`src/rtl/registrador_universal.sv`:
```
// Universal register: parallel load, shift/rotate left/right, clear, with a word-completion counter.
// Optional registered parity output, built only when REGISTRADOR_PARITY_EN is defined.
module registrador_universal #(
  parameter int WIDTH = 8,
  parameter int CW    = $clog2(WIDTH + 1)
) (
  input  logic             clk,
  input  logic             reset_n,
  input  logic             en,
  input  logic [2:0]       mode,
  input  logic             Din_serie,
  input  logic [WIDTH-1:0] Din,
  output logic [WIDTH-1:0] Dout,
  output logic             Dout_serie_msb,
  output logic             Dout_serie_lsb,
  output logic [CW-1:0]    shift_count,
  output logic             word_done,
  output logic             parity
);
  typedef enum logic [2:0] {
    M_HOLD = 3'b000,
    M_LOAD = 3'b001,
    M_SHL  = 3'b010,
    M_SHR  = 3'b011,
    M_ROL  = 3'b100,
    M_ROR  = 3'b101,
    M_CLR  = 3'b110,
    M_RSVD = 3'b111
  } mode_e;

  localparam logic [CW-1:0] LAST = CW'(WIDTH - 1);

  logic [WIDTH-1:0] reg_q, reg_d;
  logic [CW-1:0]    cnt_q, cnt_d;
  logic             done_q, done_d;
  logic             is_shift;

  always_comb begin
    reg_d    = reg_q;
    cnt_d    = cnt_q;
    done_d   = 1'b0;
    is_shift = 1'b0;
    if (en) begin
      case (mode_e'(mode))
        M_LOAD: begin reg_d = Din;                             cnt_d = '0; end
        M_SHL:  begin reg_d = {reg_q[WIDTH-2:0], Din_serie};   is_shift = 1'b1; end
        M_SHR:  begin reg_d = {Din_serie, reg_q[WIDTH-1:1]};   is_shift = 1'b1; end
        M_ROL:  begin reg_d = {reg_q[WIDTH-2:0], reg_q[WIDTH-1]}; is_shift = 1'b1; end
        M_ROR:  begin reg_d = {reg_q[0], reg_q[WIDTH-1:1]};    is_shift = 1'b1; end
        M_CLR:  begin reg_d = '0;                              cnt_d = '0; end
        default: ;
      endcase
      // Counting is direction-agnostic: any mix of shift ops completes a word.
      if (is_shift) begin
        if (cnt_q == LAST) begin
          cnt_d  = '0;
          done_d = 1'b1;
        end else begin
          cnt_d = cnt_q + 1'b1;
        end
      end
    end
  end

  always_ff @(posedge clk or negedge reset_n) begin
    if (!reset_n) begin
      reg_q  <= '0;
      cnt_q  <= '0;
      done_q <= 1'b0;
    end else begin
      reg_q  <= reg_d;
      cnt_q  <= cnt_d;
      done_q <= done_d;
    end
  end

  assign Dout           = reg_q;
  assign Dout_serie_msb = reg_q[WIDTH-1];
  assign Dout_serie_lsb = reg_q[0];
  assign shift_count    = cnt_q;
  assign word_done      = done_q;

`ifdef REGISTRADOR_PARITY_EN
  // Parity is computed from the next value so it lines up with Dout.
  logic par_q;
  always_ff @(posedge clk or negedge reset_n) begin
    if (!reset_n) par_q <= 1'b0;
    else          par_q <= ^reg_d;
  end
  assign parity = par_q;
`else
  assign parity = 1'b0;
`endif

endmodule

```
`config.mk`:
```
export PLATFORM = sky130hd
export DESIGN_NAME = registrador_universal
export DESIGN_NICKNAME = d
export VERILOG_FILES = /design/src/rtl/registrador_universal.sv
export SDC_FILE = /design/constraint.sdc
export NUM_CORES = 1
export LEC_CHECK = 0
export ABC_AREA = 0
export BUFFER_PORTS_ARGS = -buffer_cell sky130_fd_sc_hd__buf_2
export CAP_MARGIN = 20
export CORE_MARGIN = 5
export CORE_UTILIZATION = 50
export CTS_CLUSTER_SIZE = 8
export DETAILED_ROUTE_END_ITERATION = 10
export PLACE_DENSITY = 0.79
export SYNTH_ARGS = -nofsm -noshare
export SYNTH_HDL_FRONTEND = slang
export SYNTH_SLANG_ARGS = --single-unit
```
`constraint.sdc`:
```
create_clock -name clk -period 3.75 [get_ports clk]
set_clock_uncertainty 0.2 [all_clocks]
set_input_delay 0.5625 -clock clk [delete_from_list [all_inputs] [get_ports clk]]
set_output_delay 0.5625 -clock clk [all_outputs]
set_load 0.005 [all_outputs]
```
Word level (Yosys, flattened, before mapping)
Index checks and enable logic that the tools add are counted.

Reduce and logical (&&, ||, !) cells: 6. Equal/unequal tests: 7. $add $sub $neg: 1. Multiplexer cells: 9.

Operators with widths (count): case mux 8 bit (6 select lines) (1); 2-to-1 mux 4 bit (3); == test 3 bit, second input constant (3); == test 3 x 2 -> 1 bit, second input constant (2); nonzero test 6 bit (1); 2-to-1 mux 1 bit (5); adder 4 x 1 -> 4 bit, second input constant (1); == test 4 x 3 -> 1 bit, second input constant (1); AND reduction 2 bit (2); OR reduction 4 bit (1); == test 3 x 1 -> 1 bit, second input constant (1); nonzero test 2 bit (1); OR reduction 2 bit (1).

Input port bits: 15. Register bits after elaboration: 13. Word-level logic and storage cells: 26.

Depth between registers and ports, before layout
Gate-level depths: netlist of the first run.

Word-level depth: 6. Mapped depth: 5. Mapped depth without buffers: 4.

Least setup slack after synthesis of the first run
Ideal clock, no wire load.

Path kind: input port to flip-flop. From: in mode[2]. To: reg cnt_q[2], in the netlist shift_count[2]. Path buffers: 1. Stages on the path: 4. Data required time: 3.411 ns. Arrival: 1.357 ns. Setup time: 0.139 ns. Path slack: 2.053 ns. Cells stage by stage: buf_4 xor2_2 a2111oi_1 mux2i_1.

Cells in the longest elaborated chain, start to end: 6. Elaborated cells on any way between the ends: 13.

Ends and longest elaborated chain: from (decl) (line 10) `input logic [2:0] mode,`; == test 3 bit / == test 3 x 2 -> 1 bit (equally long branches) (line 44) `case (mode_e'(mode))`; OR reduction 4 bit (no line); 2-to-1 mux 1 bit (line 44); 2-to-1 mux 1 bit (line 43) `if (en) begin`; nonzero test 2 bit (no line); AND reduction 2 bit (no line); to (signal assigned) (line 72) `cnt_q <= cnt_d;`; to (decl) (line 34) `logic [CW-1:0] cnt_q, cnt_d;`.

Parallel ways exist; a longest one is shown, timed or not. The select of a mux whose other input is x is not followed. A chain may end at the register's enable or synchronous reset.

Worst setup path in the final report of the first run
From: in mode[2]. To: reg cnt_q[0], in the netlist shift_count[0].

The elaborated chain is that of the path after synthesis.

==> results_dict.tcl, run 1 <==
set metrics [dict create \
    outcome "complete, no violations" \
    cts_setup_buffers 0 \
    post-route-min-period_ps 1800 \
    rsz0062_at_grt "false" \
    numCtsBuffers 3 \
    cts_tree "done" \
    netlist_instances 101 \
    grt_overflow 0 \
    critical_path_class "input pin to register" \
    synth_nets 117 \
    wl_um 2230 \
    multi_input_area_um2 507 \
    clkSlewWorstSetupHoldPaths_ps 90 \
    peakVddDrop_v 0.000235 \
    grt_use_total 0.173 \
    tns_ps 0 \
    die_area_um2 2890 \
    worstPathRequired_ps 3740 \
    hold_path_startpoint "shift_count[3]" \
    start_util 0.538 \
    drive_gt1_frac 0.328 \
    switching_share 0.354 \
    area_growth_pct 14.1 \
    io_buffer_count 29 \
    coreArea_um2 1780 \
    r2r_start "shift_count[0]" \
    row_count 15 \
    vias_per_cell 5.75 \
    cts.htree.levels 1 \
    path_buf_inv 1 \
    pin_count 31 \
    cellLeakagePower_uw 0.000539 \
    use_met3 0.0388 \
    final_hold_viol_count 0 \
    internal_power_uw 283 \
    ant_nets 0 \
    synth_area_um2 958 \
    fin_util 0.613 \
    fmax_ghz 0.557 \
    arrival_ps 1780 \
    p_clk_frac 0.204 \
    synth_area_leaders "dfrtp_1, o32ai_1, a221oi_1" \
    final-seq-area_um2 325 \
    ys_seq_area_frac 0.339 \
    holdWs_ps 325 \
    synth_top_area_cell "dfrtp_1" \
    routedWlPerCell_um 14.9 \
    die_w_um 53.8 \
    setup_viol 0 \
    fill_cells 165 \
    period_share 0.479 \
    cp_slowest_stage_delay_ps 420 \
    dp.cells 145 \
    crit_slowest_cell "nor3_4" \
    post-dp-hpwl_um 1570 \
    critPathCaptureType "register" \
    antenna_found_initial 0 \
    seqPwrFrac 0.456 \
    maxSlewViolCount 0 \
    grt_pass1_wl_um 3620 \
    clock_sinks 13 \
    ys_types 40 \
    critPathLaunchType "input pin" \
    layout.nets 142 \
    grtUsageMet2 0.260 \
    crit_family "simple AND/OR/NAND/NOR gates" \
    cts_root_buf "clkbuf_4" \
    stdcell_count 150 \
    drt_first_pass_iters 4 \
    synth_area_per_cell_um2 9.49 \
    via_count 863 \
    top_usage_layer "met2" \
    hold_buffers 1 \
    netlist.area_leader.share 0.339 \
    die_h_um 53.8 \
    crit_start "mode[2]" \
    drt-initial-drc-count 20 \
    drv_cap 0 \
    gp_congestion 0.824 \
    clockBufferDepth 2 \
    yosys_warnings 0 \
    p_per_area_nw_per_um2 401 \
    path_cells "buf_2 > and3_1 > nor3_4 > mux2i_1" \
    grt_use_met1 0.231 \
    grt_max_degree 22 \
    hold_path_class "register to register" \
    ys_ff_latch 13 \
    grt_pass1_vias 791 \
    drc_errors 0 \
    switchingPower_uw 155 \
    cp_max_fo 21 \
    cts-resized-gates 0 \
    diodes 0 \
    pwr-share-comb 0.341 \
    insertion_delay_ps 280 \
]
==> per-stage QoR <==
step	area (um^2)	total power (uW)	worst slack, ps
5_1_grt	1090	475	1900
6_report	1090	439	1950
4_1_cts	1090	444	1980
3_3_place_gp	1060	347	1760
3_5_place_dp	1060	351	1690
2_1_floorplan	958	299	2050
==> Yosys cell counts <==
cell / n
o32ai_1: 7
a221oi_1: 6
and3_1: 1
nor3_1: 2
a211oi_1: 1
xor2_2: 1
or2_2: 1
a21oi_2: 1
buf_4: 4
o41ai_2: 1
o211a_1: 1
nor3_4: 1
ha_1: 1
or3_1: 1
conb_1: 1
buf_6: 3
nor2_2: 1
nand3b_1: 1
nor2_1: 1
nand2b_1: 3
nand2b_4: 1
o31ai_1: 1
a2111oi_1: 1
mux2i_1: 3
a211o_1: 1
buf_2: 2
nand3_1: 2
o211ai_1: 1
a2111oi_0: 1
dfrtp_1: 13
o311a_1: 1
or3b_1: 2
clkbuf_1: 1
o22ai_1: 1
a21oi_1: 8
inv_1: 12
nand2_1: 3
a21o_1: 6
nor3_2: 1
inv_2: 1
==> final cells by class <==
cell class,instances,area share
clock buffer,4,0.0240
inverter,13,0.0446
multi-input combinational,65,0.463
sequential,13,0.297
tap,25,0.0286
timing repair buffer,30,0.142
==> metal layers <==
metal | share of wire | wire length [um]
met1 | 0.46 | 1020
met4 | 0.011 | 24
met3 | 0.064 | 143
met5 | 0 | 0
met2 | 0.47 | 1040
==> cells by family after synthesis <==
group | Yosys count | share of synthesized area
AO/OA/AOI/OAI | 38 | 0.313
buffers and inverters | 23 | 0.132
AND/OR/NAND/NOR | 21 | 0.150
flip-flops | 13 | 0.339
multiplexers | 3 | 0.0313
adder cells (fa/ha/maj) | 1 | 0.0131
other | 1 | 0.00391
XOR/XNOR | 1 | 0.0170
==> flip-flops by register name (all words and copies together) (netlist names) <==
register,cells
Dout,8
word_done,1
shift_count,4
==> cells in the final DEF (no fill, tap or decap), types with 2 or more instances in the layout <==
cell,n
a21o_1,6
a21oi_1,8
a221oi_1,6
buf_2,29
clkbuf_4,3
dfrtp_1,13
inv_1,12
mux2i_1,3
nand2_1,3
nand2b_1,3
nand3_1,2
nor3_1,2
o32ai_1,7
or3b_1,2
==> power by group through the flow <==
stage,Sequential [uW],Combinational [uW],Clock (uW)
after floorplan,200,99.0,0
after global placement,200,147,0
after detailed placement,201,150,0
after CTS,199,152,93.3
after global routing,205,167,103
final,200,149,89.3
==> final timing paths <==
kind / end / slack [ps] / cells past startpoint
worst max-delay path: shift_count[0] / 1950 / 4
worst min-delay path: word_done / 330 / 1
worst max register to register: shift_count[2] / 2290 / 4
worst min register to register: word_done / 330 / 1
max in group asynchronous: Dout[5] / 2620 / 2
min in group asynchronous: shift_count[2] / 490 / 2
Note: power is estimated with default switching activity, not from simulation.
==> inputs of run 2 (changes only) <==
--- a/config.mk
+++ b/config.mk
@@ -9,10 +9,10 @@
 export BUFFER_PORTS_ARGS = -buffer_cell sky130_fd_sc_hd__buf_2
 export CAP_MARGIN = 20
 export CORE_MARGIN = 5
-export CORE_UTILIZATION = 50
+export CORE_UTILIZATION = 45
 export CTS_CLUSTER_SIZE = 8
 export DETAILED_ROUTE_END_ITERATION = 10
-export PLACE_DENSITY = 0.79
+export PLACE_DENSITY = 0.75
 export SYNTH_ARGS = -nofsm -noshare
 export SYNTH_HDL_FRONTEND = slang
 export SYNTH_SLANG_ARGS = --single-unit
==> constraint.sdc (replaced) <==
create_clock -name clk -period 1.4 [get_ports clk]
set_clock_uncertainty 0.2 [all_clocks]
set_input_delay 0.21 -clock clk [delete_from_list [all_inputs] [get_ports clk]]
set_output_delay 0.21 -clock clk [all_outputs]
set_load 0.005 [all_outputs]
==> run 2 against run 1 <==
Net effect:
- the run now ends with negative setup slack left
- via count grew 4.5%
- largest power group is now combinational logic
- final cell count increased by 12%
- global-route usage is 1.7 points lower
- setup slack worse by 2000 ps
==> results_dict.tcl, run 2 (synthesis gave the netlist of run 1 again) <==
set metrics [dict create \
    via_count 902 \
    start_util 0.479 \
    arrival_ps 1360 \
    die_h_um 56.2 \
    ant_nets 0 \
    peakVddDrop_v 0.000898 \
    crit_slowest_cell "dfrtp_1" \
    worstMarginPinSlew_ps 504 \
    fmax_ghz 0.704 \
    clock_sinks 13 \
    post-route-min-period_ps 1420 \
    p_per_area_nw_per_um2 1010 \
    worstPathRequired_ps 1340 \
    diodes 0 \
    path_buf_inv 1 \
    violations "negative setup slack" \
    cellLeakagePower_uw 0.000626 \
    hold_path_class "input pin to register" \
    grt_pass1_wl_um 4010 \
    critical_path_class "register to register" \
    die_w_um 56.2 \
    layout.nets 158 \
    cts.htree.levels 1 \
    critPathLaunchType "register" \
    antenna_found_initial 0 \
    drv_cap 0 \
    routedWlPerCell_um 14.0 \
    period_share 1.01 \
    final_common_cell "buf_2" \
    row_count 16 \
    clockBufferDepth 2 \
    wl_um 2360 \
    dp.cells 163 \
    stdcell_count 168 \
    grt_overflow 0 \
    numCtsBuffers 3 \
    insertion_delay_ps 270 \
    drive_gt1_frac 0.440 \
    post-dp-hpwl_um 1750 \
    final_hold_viol_count 0 \
    relSlewSlack 0.662 \
    cts_tree "done" \
    grt_max_degree 15 \
    final_cell_mix "buf_2, buf_4, dfrtp_1" \
    cts_root_buf "clkbuf_4" \
    setup_viol 1 \
    io_buffer_count 29 \
    outcome "finished, violations left" \
    crit_family "flip-flops" \
    largest_reg_flops 8 \
    grt_use_total 0.156 \
    maxSlewViolCount 0 \
    coreArea_um2 2000 \
    critPathCaptureType "register" \
    drc_errors 0 \
    pin_count 31 \
    vias_per_cell 5.37 \
    drt-initial-drc-count 9 \
    holdWs_ps 91.4 \
    rsz0062_at_grt "true" \
    area_growth_pct 32.6 \
    cp_max_fo 4 \
    die_area_um2 3150 \
    drt_first_pass_iters 4 \
    grt_pass1_vias 880 \
    cts_setup_buffers 0 \
    gp_congestion 0.868 \
    cp_slowest_stage_delay_ps 420 \
    clkSlewWorstSetupHoldPaths_ps 80 \
    fin_ws_ps -19.7 \
    path_cells "ha_4 > inv_2 > a2111oi_4 > mux2i_1" \
]
==> run 2: worst paths after layout <==
kind                            cells past startpoint  slack (ps)            from        endpoint
worst max-delay path                                4         -20  shift_count[0]  shift_count[2]
min in group asynchronous                           2         150         reset_n  shift_count[2]
worst min register to register                      1         330  shift_count[3]       word_done
max in group asynchronous                           2         630         reset_n         Dout[4]
worst max register to register                      4         -20  shift_count[0]  shift_count[2]
worst min-delay path                                3          90          Din[4]         Dout[4]
==> run 2: final cells by class <==
cell class,count,area [um^2]
sequential,13,325
timing repair buffer,46,288
inverter,13,48.8
fill,179,731
clock buffer,4,26.3
tap,27,33.8
multi-input combinational,65,549
==> run 2: metrics by stage <==
stage                      util  total power [uW]  worst slack (ps)  instance area, um^2  setup TNS (ps)
final                     0.635              1290             -19.7                 1270           -19.7
after global routing      0.635              1400             -74.8                 1270            -163
after CTS                 0.624              1280             -18.2                 1250           -18.2
after detailed placement  0.596              1030              -238                 1190           -1380
after global placement    0.596              1020              -170                 1190           -1000
after floorplan               -               801              19.4                  958               0
==> run 2: where the power goes <==
| part | total (uW) | switching, uW | leakage [uW] | internal (uW) |
|---|---|---|---|---|
| Clock | 227 | 117 | 0.0000150 | 110 |
| Sequential | 530 | 79.5 | 0.000166 | 450 |
| Combinational | 533 | 244 | 0.000446 | 288 |
==> run 2: timing repair <==
item | 4_1_cts | 5_1_grt
endpoints found under the setup margin | 2 | 3
hold buffers | 1 | 0
gates resized for setup | 4 | 4
endpoints found under the hold margin | 13 | 0
pin swaps | 1 | 3
==> run 2: tightest hold or removal path: stages <==
cell,delay (ps)
buf_2,90
a21oi_1,120
o32ai_1,90
==> run 2: routing by layer <==
metal  up-vias  share of wire  GRT usage
met4         0         0.0064     0.0610
met3         2          0.056     0.0255
met2        27           0.47      0.235
met5         -              0          0
li1        458              -          -
met1       415           0.46      0.220
==> inputs of run 3 (changes only) <==
--- a/config.mk
+++ b/config.mk
@@ -5,14 +5,14 @@
 export SDC_FILE = /design/constraint.sdc
 export NUM_CORES = 1
 export LEC_CHECK = 0
-export ABC_AREA = 0
+export ABC_AREA = 1
 export BUFFER_PORTS_ARGS = -buffer_cell sky130_fd_sc_hd__buf_2
 export CAP_MARGIN = 20
 export CORE_MARGIN = 5
-export CORE_UTILIZATION = 45
+export CORE_UTILIZATION = 49
 export CTS_CLUSTER_SIZE = 8
 export DETAILED_ROUTE_END_ITERATION = 10
-export PLACE_DENSITY = 0.75
+export PLACE_DENSITY = 0.78
 export SYNTH_ARGS = -nofsm -noshare
 export SYNTH_HDL_FRONTEND = slang
 export SYNTH_SLANG_ARGS = --single-unit
==> constraint.sdc (replaced) <==
create_clock -name clk -period 1.5 [get_ports clk]
set_clock_uncertainty 0.2 [all_clocks]
set_input_delay 0.225 -clock clk [delete_from_list [all_inputs] [get_ports clk]]
set_output_delay 0.225 -clock clk [all_outputs]
set_load 0.005 [all_outputs]
==> run 3 against run 2 <==
Net effect:
- the flow now finishes without violations
- setup slack improved by 190 ps
- combinational power decreased by 49%
- first-iteration DRC count increased by 120%
- die area decreased by 9.5%
- core utilization decreased by 2.4 points
- final cell count increased by 7.7%
- global-route usage increased by 2.2 points
- fmax increased by 6.4%
- count of clock-buffer cells in the layout unchanged
- sequential cell count unchanged
- critical path depth increased by 2
- highest routed layer unchanged
==> results_dict.tcl, run 3 <==
set metrics [dict create \
    yosys_warnings 0 \
    ys.flop_type "dfrtp_1" \
    clockBufferDepth 2 \
    dp.cells 176 \
    netlist_instances 128 \
    wl_um 2190 \
    grt_pass1_vias 837 \
    critPathCaptureType "register" \
    pin_count 31 \
    diodes 0 \
    synth_nets 144 \
    synth-async-reset-ratio 1.00 \
    ys_types 22 \
    worstPathRequired_ps 1480 \
    drc_errors 0 \
    ys_ff_latch 13 \
    maxSlewViolCount 0 \
    area_growth_pct 16.7 \
    io_buffer_count 29 \
    internal_power_uw 621 \
    final_hold_viol_count 0 \
    ys_seq_area_frac 0.352 \
    tns_ps 0 \
    clkSlewWorstSetupHoldPaths_ps 80 \
    start_util 0.523 \
    cp_max_fo 6 \
    path_cells "ha_1 > nand2_1 > nor2_1 > nor2_1 > nand3_1 > nand2_1" \
    cts_setup_buffers 0 \
    grt_pass1_wl_um 3680 \
    drt-initial-drc-count 20 \
    seqPwrFrac 0.484 \
    cts.htree.levels 1 \
    cts_root_buf "clkbuf_4" \
    post-route-min-period_ps 1330 \
    crit_slowest_cell "dfrtp_2" \
    switching_share 0.350 \
    p_per_area_nw_per_um2 887 \
    drt_first_pass_iters 4 \
    rsz0062_at_grt "false" \
    total_power_uw 955 \
    fmax_ghz 0.750 \
    numCtsBuffers 3 \
    routedWlPerCell_um 12.1 \
    vias_per_cell 5.09 \
    layout.nets 173 \
    die_area_um2 2850 \
    r2r_cells 6 \
    gp_congestion 0.817 \
    switchingPower_uw 335 \
    largest_reg_flops 8 \
    grt_overflow 0 \
    period_share 0.889 \
    hold_path_class "input pin to register" \
    post-dp-hpwl_um 1690 \
    final_cell_mix "nand2_1, buf_2, nand3_1" \
    yosysMostFrequentCell "nand2_1" \
    p_clk_frac 0.233 \
    critPathLaunchType "register" \
    peakVddDrop_v 0.000577 \
    synth-edff-count 0 \
    drive_gt1_frac 0.314 \
    grt_max_degree 14 \
    synth_area_um2 923 \
    cellLeakagePower_uw 0.000628 \
    insertion_delay_ps 280 \
    ant_nets 0 \
    cp_slowest_stage_delay_ps 420 \
    final_common_cell "nand2_1" \
    synth_area_per_cell_um2 7.21 \
    critical_path_class "register to register" \
    cts_tree "done" \
    stdcell_count 181 \
    final-seq-area_um2 327 \
    netlist.area_leader.share 0.352 \
    multi_input_area_um2 498 \
    setup_viol 0 \
    antenna_found_initial 0 \
    via_count 922 \
    row_count 15 \
    synth_area_leaders "dfrtp_1, nand2_1, nand3_1" \
    synth_common_cells "nand2_1, nand3_1, dfrtp_1" \
    drv_cap 0 \
    die_w_um 53.4 \
    die_h_um 53.4 \
    fill_cells 191 \
    min_path_cells 2 \
    synth_top_area_cell "dfrtp_1" \
    pwr-share-comb 0.283 \
    coreArea_um2 1760 \
    arrival_ps 1320 \
    grt_use_total 0.178 \
    outcome "complete, no violations" \
    clock_sinks 13 \
]
## run 3: kinds of logic (layout without fill, tap and decap cells)
logic type,after synthesis,after routing,share of synthesized area
XOR/XNOR,1,1,0.00949
AO/OA/AOI/OAI,2,2,0.0108
other,1,1,0.00406
AND/OR/NAND/NOR,95,95,0.501
buffers and inverters,15,43,0.108
adder cells (fa/ha/maj),1,1,0.0135
flip-flops,13,13,0.352
## run 3: worst max-delay path: cells and delay by family, from the launching register on
family / cells / cell delay (ps)
DFF: 1 / 420
and+or+nand+nor: 5 / 420
adders and majority gates: 1 / 190
## run 3: final cells by class
cell class / instances / area share
Inverter: 8 / 0.0302
Tap cell: 25 / 0.0290
Multi-Input combinational cell: 100 / 0.462
Sequential cell: 13 / 0.303
Clock buffer: 4 / 0.0244
Timing Repair Buffer: 31 / 0.151
## run 3: final timing paths
kind                           startpoint        endpoint  slack [ps]
min in group asynchronous         reset_n         Dout[7]         150
hold / removal                         en       word_done          40
setup / recovery           shift_count[0]  shift_count[3]         170
max in group asynchronous         reset_n  shift_count[0]         700
setup reg to reg           shift_count[0]  shift_count[3]         170
hold reg to reg                   Dout[6]         Dout[6]         350
## run 3: power groups by stage
stage	clock (uW)	combinational, uW	sequential [uW]
6_report	223	270	462
5_1_grt	240	310	472
4_1_cts	227	275	461
3_5_place_dp	0	272	467
3_3_place_gp	0	264	464
2_1_floorplan	0	175	461
## run 3: routing by layer
layer  vias to the layer above  routed length (um)  part of all wire  global-route usage
met5                         -                   0                 0                   0
met4                         0                  42             0.019              0.0766
met3                         5                 131             0.060              0.0254
met2                        27                1110              0.51               0.294
met1                       434                 908              0.41               0.228
li1                        456                   -                 -                   -
## run 3: what timing repair did
action                                  in CTS  in global routing
hold endpoints to repair                    13                  0
gates resized for setup                      0                  1
hold buffers                                 1                  0
endpoints found under the setup margin       0                  2
## run 3: stage by stage
step           hold WS, ps  setup slack [ps]  area, um^2   util
6_report              44.3               166        1080  0.611
3_3_place_gp         -75.0               167        1040  0.589
4_1_cts               41.9               115        1080  0.610
5_1_grt               55.1              4.09        1080  0.611
2_1_floorplan         -271               235         923      -
3_5_place_dp         -70.8               126        1040  0.589
